$ cat config.mk
export PLATFORM = sky130hd
export DESIGN_NAME = core_bus_arbiter
export DESIGN_NICKNAME = d
export VERILOG_FILES = /design/src/rtl/core_bus_arbiter.sv
export SDC_FILE = /design/constraint.sdc
export NUM_CORES = 1
export LEC_CHECK = 0
export BUFFER_PORTS_ARGS = -buffer_cell sky130_fd_sc_hd__buf_4
export CAP_MARGIN = 20
export CORE_AREA = 2 2 200 202
export DETAILED_ROUTE_END_ITERATION = 10
export DIE_AREA = 0 0 202 204
export SLEW_MARGIN = 20
export SYNTH_ARGS = -nofsm -noshare
export SYNTH_HDL_FRONTEND = slang
export SYNTH_SLANG_ARGS = --single-unit
$ cat constraint.sdc
create_clock -name i_clk -period 4.6 [get_ports i_clk]
set_clock_uncertainty 0.05 [all_clocks]
set_input_delay 0 -clock i_clk [delete_from_list [all_inputs] [get_ports i_clk]]
set_output_delay 0 -clock i_clk [all_outputs]
set_load 0.01 [all_outputs]
$ cat src/rtl/core_bus_arbiter.sv
// Merges fetch (ibus) and memory-stage (dbus) requests onto one cbus; dbus wins ties unless CORE_BUS_ARB_RR_EN selects round-robin.
// Grant is registered (creq from cycle after acceptance); the loser stalls, and ok flags are combinational on the cresp last beat.
module core_bus_arbiter #(
  parameter int ADDR_W = 64,
  parameter int DATA_W = 64
) (
  input  logic              i_clk,
  input  logic              i_reset,
  input  logic              i_ireq_valid,
  input  logic [ADDR_W-1:0] i_ireq_addr,
  output logic              o_iresp_addr_ok,
  output logic              o_iresp_data_ok,
  output logic [31:0]       o_iresp_data,
  input  logic              i_dreq_valid,
  input  logic [ADDR_W-1:0] i_dreq_addr,
  input  logic [2:0]        i_dreq_size,
  input  logic [7:0]        i_dreq_strobe,
  input  logic [DATA_W-1:0] i_dreq_data,
  output logic              o_dresp_addr_ok,
  output logic              o_dresp_data_ok,
  output logic [DATA_W-1:0] o_dresp_data,
  output logic              o_creq_valid,
  output logic              o_creq_is_write,
  output logic [2:0]        o_creq_size,
  output logic [ADDR_W-1:0] o_creq_addr,
  output logic [7:0]        o_creq_strobe,
  output logic [DATA_W-1:0] o_creq_data,
  input  logic              i_cresp_ready,
  input  logic              i_cresp_last,
  input  logic [DATA_W-1:0] i_cresp_data
);

  typedef enum logic [1:0] {IDLE, BUSY_I, BUSY_D} state_t;

  state_t            r_state;
  logic              r_creq_valid;
  logic              r_is_write;
  logic [2:0]        r_size;
  logic [ADDR_W-1:0] r_addr;
  logic [7:0]        r_strobe;
  logic [DATA_W-1:0] r_data;

  logic w_grant_d;
  logic w_grant_i;
  logic w_done;
  logic w_i_done;
  logic w_d_done;

`ifdef CORE_BUS_ARB_RR_EN
  // 0 = ibus was granted last, 1 = dbus; ties go to the other port
  logic r_last_grant;

  assign w_grant_d = i_dreq_valid && (!i_ireq_valid || !r_last_grant);

  always_ff @(posedge i_clk or posedge i_reset) begin
    if (i_reset) begin
      r_last_grant <= 1'b0;
    end else if (r_state == IDLE && (i_dreq_valid || i_ireq_valid)) begin
      r_last_grant <= w_grant_d;
    end
  end
`else
  assign w_grant_d = i_dreq_valid;
`endif

  assign w_grant_i = i_ireq_valid && !w_grant_d;

  always_ff @(posedge i_clk or posedge i_reset) begin
    if (i_reset) begin
      r_state      <= IDLE;
      r_creq_valid <= 1'b0;
      r_is_write   <= 1'b0;
      r_size       <= '0;
      r_addr       <= '0;
      r_strobe     <= '0;
      r_data       <= '0;
    end else begin
      case (r_state)
        IDLE: begin
          if (w_grant_d) begin
            r_state      <= BUSY_D;
            r_creq_valid <= 1'b1;
            r_is_write   <= |i_dreq_strobe;
            r_size       <= i_dreq_size;
            r_addr       <= i_dreq_addr;
            r_strobe     <= i_dreq_strobe;
            r_data       <= i_dreq_data;
          end else if (w_grant_i) begin
            r_state      <= BUSY_I;
            r_creq_valid <= 1'b1;
            r_is_write   <= 1'b0;
            r_size       <= 3'd2;
            r_addr       <= i_ireq_addr;
            r_strobe     <= '0;
            r_data       <= '0;
          end
        end
        BUSY_I, BUSY_D: begin
          // Fields stay latched after completion; only valid drops
          if (i_cresp_ready && i_cresp_last) begin
            r_state      <= IDLE;
            r_creq_valid <= 1'b0;
          end
        end
        default: begin
          r_state      <= IDLE;
          r_creq_valid <= 1'b0;
        end
      endcase
    end
  end

  assign w_done   = r_creq_valid && i_cresp_ready && i_cresp_last;
  assign w_i_done = w_done && (r_state == BUSY_I);
  assign w_d_done = w_done && (r_state == BUSY_D);

  assign o_creq_valid    = r_creq_valid;
  assign o_creq_is_write = r_is_write;
  assign o_creq_size     = r_size;
  assign o_creq_addr     = r_addr;
  assign o_creq_strobe   = r_strobe;
  assign o_creq_data     = r_data;

  assign o_iresp_addr_ok = w_i_done;
  assign o_iresp_data_ok = w_i_done;
  // Fetch word comes from whichever 32-bit half of the 64-bit lane addr[2] picks
  assign o_iresp_data    = !w_i_done ? 32'h0 :
                           (r_addr[2] ? i_cresp_data[63:32] : i_cresp_data[31:0]);

  assign o_dresp_addr_ok = w_d_done;
  assign o_dresp_data_ok = w_d_done;
  assign o_dresp_data    = w_d_done ? i_cresp_data : '0;

endmodule

### Word level (Yosys, flattened, before mapping)

Index checks and enable logic that the tools add are counted.

| word-level totals | value |
|---|---|
| register bits after elaboration | 143 |
| latch bits | 0 |
| bits in writable memories | 0 |
| memory bits (read-only) | 0 |
| bits of input ports | 273 |
| output and inout port bits | 241 |
| word-level logic and storage cells | 45 |
| memories | 0 |

| operators by class | value |
|---|---|
| $add $sub $neg | 0 |
| multipliers | 0 |
| divide/modulo/power cells | 0 |
| order comparisons | 0 |
| eq/ne operators | 4 |
| shift operators | 0 |
| muxes and demuxes | 21 |
| bitwise operators | 0 |
| reduce and logical (&&, ||, !) cells | 13 |

Operator list:

| operator | number |
|---|---|
| $mux W64 | 5 |
| $mux W32 | 2 |
| $mux W8 | 2 |
| $reduce_or A8 Y1 | 1 |
| $logic_and A1 B1 Y1 | 6 |
| $mux W2 | 3 |
| $mux W3 | 2 |
| $mux W1 | 5 |
| $pmux W2 S2 | 1 |
| $reduce_and A2 Y1 | 2 |
| $ne A3 B3 Y1 const B | 1 |
| $eq A2 B1 Y1 const B | 1 |
| $eq A2 B2 Y1 const B | 1 |
| $logic_not A2 Y1 | 1 |
| $ne A2 B2 Y1 const B | 1 |
| $pmux W1 S2 | 1 |
| $reduce_bool A2 Y1 | 1 |
| $reduce_or A2 Y1 | 1 |
| $logic_not A1 Y1 | 1 |

### Longest topological paths before layout

| depth | value |
|---|---|
| depth in word-level cells | 5 |
| gate-level depth with buffers | 8 |
| depth with buffers taken out | 5 |

### Worst setup path before layout

OpenSTA, ideal clock, no wires.

| timing path | value |
|---|---|
| kind | reg2reg |
| from | register r_state[0] |
| to | register r_addr[10], in the netlist o_creq_addr[10] |
| setup time | 0.133 ns |
| data arrival time | 1.321 ns |
| required time | 4.417 ns |
| path slack | 3.096 ns |
| cell stages (with the launch flop) | 9 |
| buffers on the path | 3 |
| clock period less this slack | 1.504 ns |
| cells stage by stage | dfrtp_1 inv_1 ha_1 o21ai_4 buf_6 buf_6 buf_4 nand2_1 o21ai_0 |

| between the ends | value |
|---|---|
| cells in the longest elaborated chain, start to end | 2 |

Ends and longest elaborated chain:

| what | RTL line | source |
|---|---|---|
| from (decl) | 35 | `state_t r_state;` |
| from (signal assigned) | 70 | `r_state <= IDLE;` |
| from (signal assigned) | 81 | `r_state <= BUSY_D;` |
| from (signal assigned) | 89 | `r_state <= BUSY_I;` |
| $logic_not A2 Y1 | 78 | `case (r_state)` |
| $reduce_and A2 Y1 (no source line) | -- |  |
| to (signal assigned) | 85 | `r_addr <= i_dreq_addr;` |
| to (signal assigned) | 93 | `r_addr <= i_ireq_addr;` |
| to (decl) | 39 | `logic [ADDR_W-1:0] r_addr;` |

Every way passes these cells.
A chain may end at the register's enable or synchronous reset.

### Final worst setup path

| timing path | value |
|---|---|
| from | register r_state[0] |
| to | register r_data[25], in the netlist o_creq_data[25] |

| between the ends | value |
|---|---|
| cells in the longest elaborated chain, start to end | 2 |

Ends and longest elaborated chain:

| what | RTL line | source |
|---|---|---|
| $logic_not A2 Y1 | 78 |  |
| $reduce_and A2 Y1 (no source line) | -- |  |
| to (signal assigned) | 87 | `r_data <= i_dreq_data;` |
| to (decl) | 41 | `logic [DATA_W-1:0] r_data;` |

Every way passes these cells.

==> results_dict.tcl <==
set metrics [dict create \
    initial_core_util 0.172 \
    grt_max_degree 205 \
    grt_pass1_vias 7755 \
    wl_microns 30300 \
    fmax_mhz 409 \
    dp_hpwl_microns 21200 \
    yosysMostFrequentCell "dfrtp_1" \
    cts_tree "done" \
    synth-seq-cells 143 \
    outcome "complete, no violations" \
    drive_gt1_frac 0.420 \
    numCtsBuffers 17 \
    end_kind "flip-flop" \
    drc_errors 0 \
    path_clk_slew_ps 70 \
    post-place-ws_ps 2160 \
    routedWlPerCell_microns 16.4 \
    multi_input_area_sq_um 2860 \
    reg2regPathDepth 5 \
    min_path_cells 3 \
    yosysSeqAreaShare 0.530 \
    hold_buffers 205 \
    cts_setup_buffers 0 \
    synth_area_leaders "dfrtp_1 (53%), mux2i_1 (14%), a22o_1 (9.6%)" \
    critical_path_class "flip-flop to flip-flop" \
    drtAntennaViolNets 0 \
    die_x_microns 202 \
    required_ps 4930 \
    critPathMaxFanout 46 \
    synthDistinctLibCells 26 \
    tightest_slew_ps 999 \
    stdcell_area_sq_um 13700 \
    design.die.area_sq_um 41200 \
    syn_nets 896 \
    numPortBuffers 513 \
    synth-async-reset-ratio 1.00 \
    drt_iter0_markers 432 \
    crit_path_start_kind "flip-flop" \
    track_usage 0.143 \
    yosysTopAreaCell "dfrtp_1" \
    crit_arrival_ps 2780 \
    netlist_top_cells_count "dfrtp_1 (143), mux2i_1 (96), a22o_1 (74)" \
    antenna_found_initial 0 \
    synth_edf_count 0 \
    vias 7509 \
    fin_nets 1586 \
    regArea_sq_um 3580 \
    hp-start "i_cresp_ready" \
    crit-reg2reg-capture "o_creq_data[25]$_DFFE_PP0P_" \
    syn2layout_area_growth_pct 104 \
    cts_max_level 4 \
    grt_pass1_wl_microns 44800 \
    setup_viol 0 \
    r2r_start "r_state[0]$_DFFE_PP0P_" \
    routabilityCongestion 0.931 \
    die_h_microns 204 \
    ys.warnings.count 0 \
    r2r_setup_slack_ps 2150 \
    placed_area_sq_um 11100 \
    hp-class "input port to flip-flop" \
    leakage_uw 0.00692 \
    fin_setup_tns_ps 0 \
    p_per_area_nw_per_um2 509 \
    cts_resized 0 \
    synthesis.area_sq_um 6750 \
    min_period_ps 2450 \
    synth.top_cell.area_share 0.530 \
    via_per_inst 4.06 \
    relSlewSlack 0.334 \
    fp.coreArea_sq_um 39200 \
    hold_end "r_state[1]$_DFFE_PP0P_" \
    dr.pass1.iters 4 \
    io_pins 514 \
    n_antenna_cell 0 \
    clk_path_buf_depth 2 \
    clock_latency_ps 450 \
    ys.flop_type "dfrtp_1" \
    ir_worst_vdd_mv 0.347 \
    fillers 3850 \
    netlist_instances 620 \
    core.rowCount 73 \
    timing.final.ws_setup_ps 2150 \
    max_cap_violations 0 \
    syn_avg_cell_area_sq_um 10.9 \
    final-max-slew-violation-count 0 \
    rsz0062_at_grt "no" \
    hold_viol_final 0 \
    cts_sinks 143 \
    period_share 0.532 \
    cts-root-buf "clkbuf_16" \
    gr-total-overflow 0 \
]
==> cell usage in the layout, fill, tap and decap left out <==
cell type      count
buf_4            518
dlygate4sd3_1    205
dfrtp_1          142
mux2i_1           96
a22o_1            74
nand2_1           65
and2_1            64
o21ai_0           49
nor2_1            35
clkbuf_16         17
o21ai_1           16
inv_1              5
inv_6              5
bufinv_16          4
a21oi_1            3
ha_1               3
clkinvlp_4         3
nor4_1             2
clkinv_4           2
buf_12             2
o21ai_4            1
and2_2             1
and4_1             1
nand4_1            1
a21boi_0           1
nor2b_1            1
o21a_1             1
a21o_1             1
o22a_1             1
o22ai_1            1
inv_8              1
clkbuf_1           1
dfrtp_2            1
==> layer usage <==
metal,routed length (microns),share of wire,GRT usage
met5,0,0,0
met4,869,0.029,0.0596
met3,1940,0.064,0.0371
met2,16100,0.53,0.263
met1,11400,0.38,0.154
==> flip-flops by register name, indices dropped and copies added (netlist names) <==
register / flops
o_creq_valid: 1
o_creq_addr: 64
o_creq_is_write: 1
r_state: 2
o_creq_data: 64
o_creq_size: 3
o_creq_strobe: 8
==> layout make-up <==
type                       count  share of cell area
clock buffer                  18              0.0312
clock inverter                14              0.0150
inverter                       6             0.00200
multi-input combinational    417               0.208
sequential                   143               0.261
tap                          525              0.0478
timing repair buffer         725               0.435
==> cells by family (layout without fill, tap and decap cells) <==
group	after synthesis	count (layout)	synth area share
buffers and inverters	60	763	0.0467
and+or+nand+nor	170	170	0.121
adders and majority gates	3	3	0.00556
DFF	143	143	0.530
AOI/OAI and AO/OA	148	148	0.154
muxes	96	96	0.142
==> report_power, final <==
group | total, uW | internal, uW | switching (uW)
logic | 3100 | 1630 | 1470
registers | 2350 | 1890 | 454
clock network | 1540 | 920 | 619
total | 6990 | 4450 | 2540
==> worst max-delay path, cell delays in order, from the launching register on <==
cell,delay [ps]
dfrtp_1,390
inv_1,100
ha_1,300
and2_2,840
buf_4,470
a22o_1,190
==> how the worst max path moves through the flow <==
stage	startpoint	to	slack, ps	depth (start not counted)
2_1_floorplan	i_reset	o_creq_addr[0]$_DFFE_PP0P_	710	1
3_3_place_gp	r_state[0]$_DFFE_PP0P_	o_creq_data[25]$_DFFE_PP0P_	2240	5
3_5_place_dp	r_state[0]$_DFFE_PP0P_	o_creq_data[25]$_DFFE_PP0P_	2160	5
4_1_cts	r_state[0]$_DFFE_PP0P_	o_creq_data[25]$_DFFE_PP0P_	2150	5
5_1_grt	r_state[0]$_DFFE_PP0P_	o_creq_data[46]$_DFFE_PP0P_	1980	5
6_report	r_state[0]$_DFFE_PP0P_	o_creq_data[25]$_DFFE_PP0P_	2150	5
==> stage by stage <==
stage / util / instances / hold slack (ps) / power, uW
finish: 0.351 / 1848 / 50.7 / 6990
CTS: 0.351 / 1848 / 1.25 / 7050
global route: 0.351 / 1848 / 46.2 / 7420
global placement: 0.282 / 1611 / 76.9 / 5250
detailed placement: 0.282 / 1611 / 75.2 / 5300
floorplan: - / 620 / 82.5 / 3710
Power figures use the tool's default switching activity.
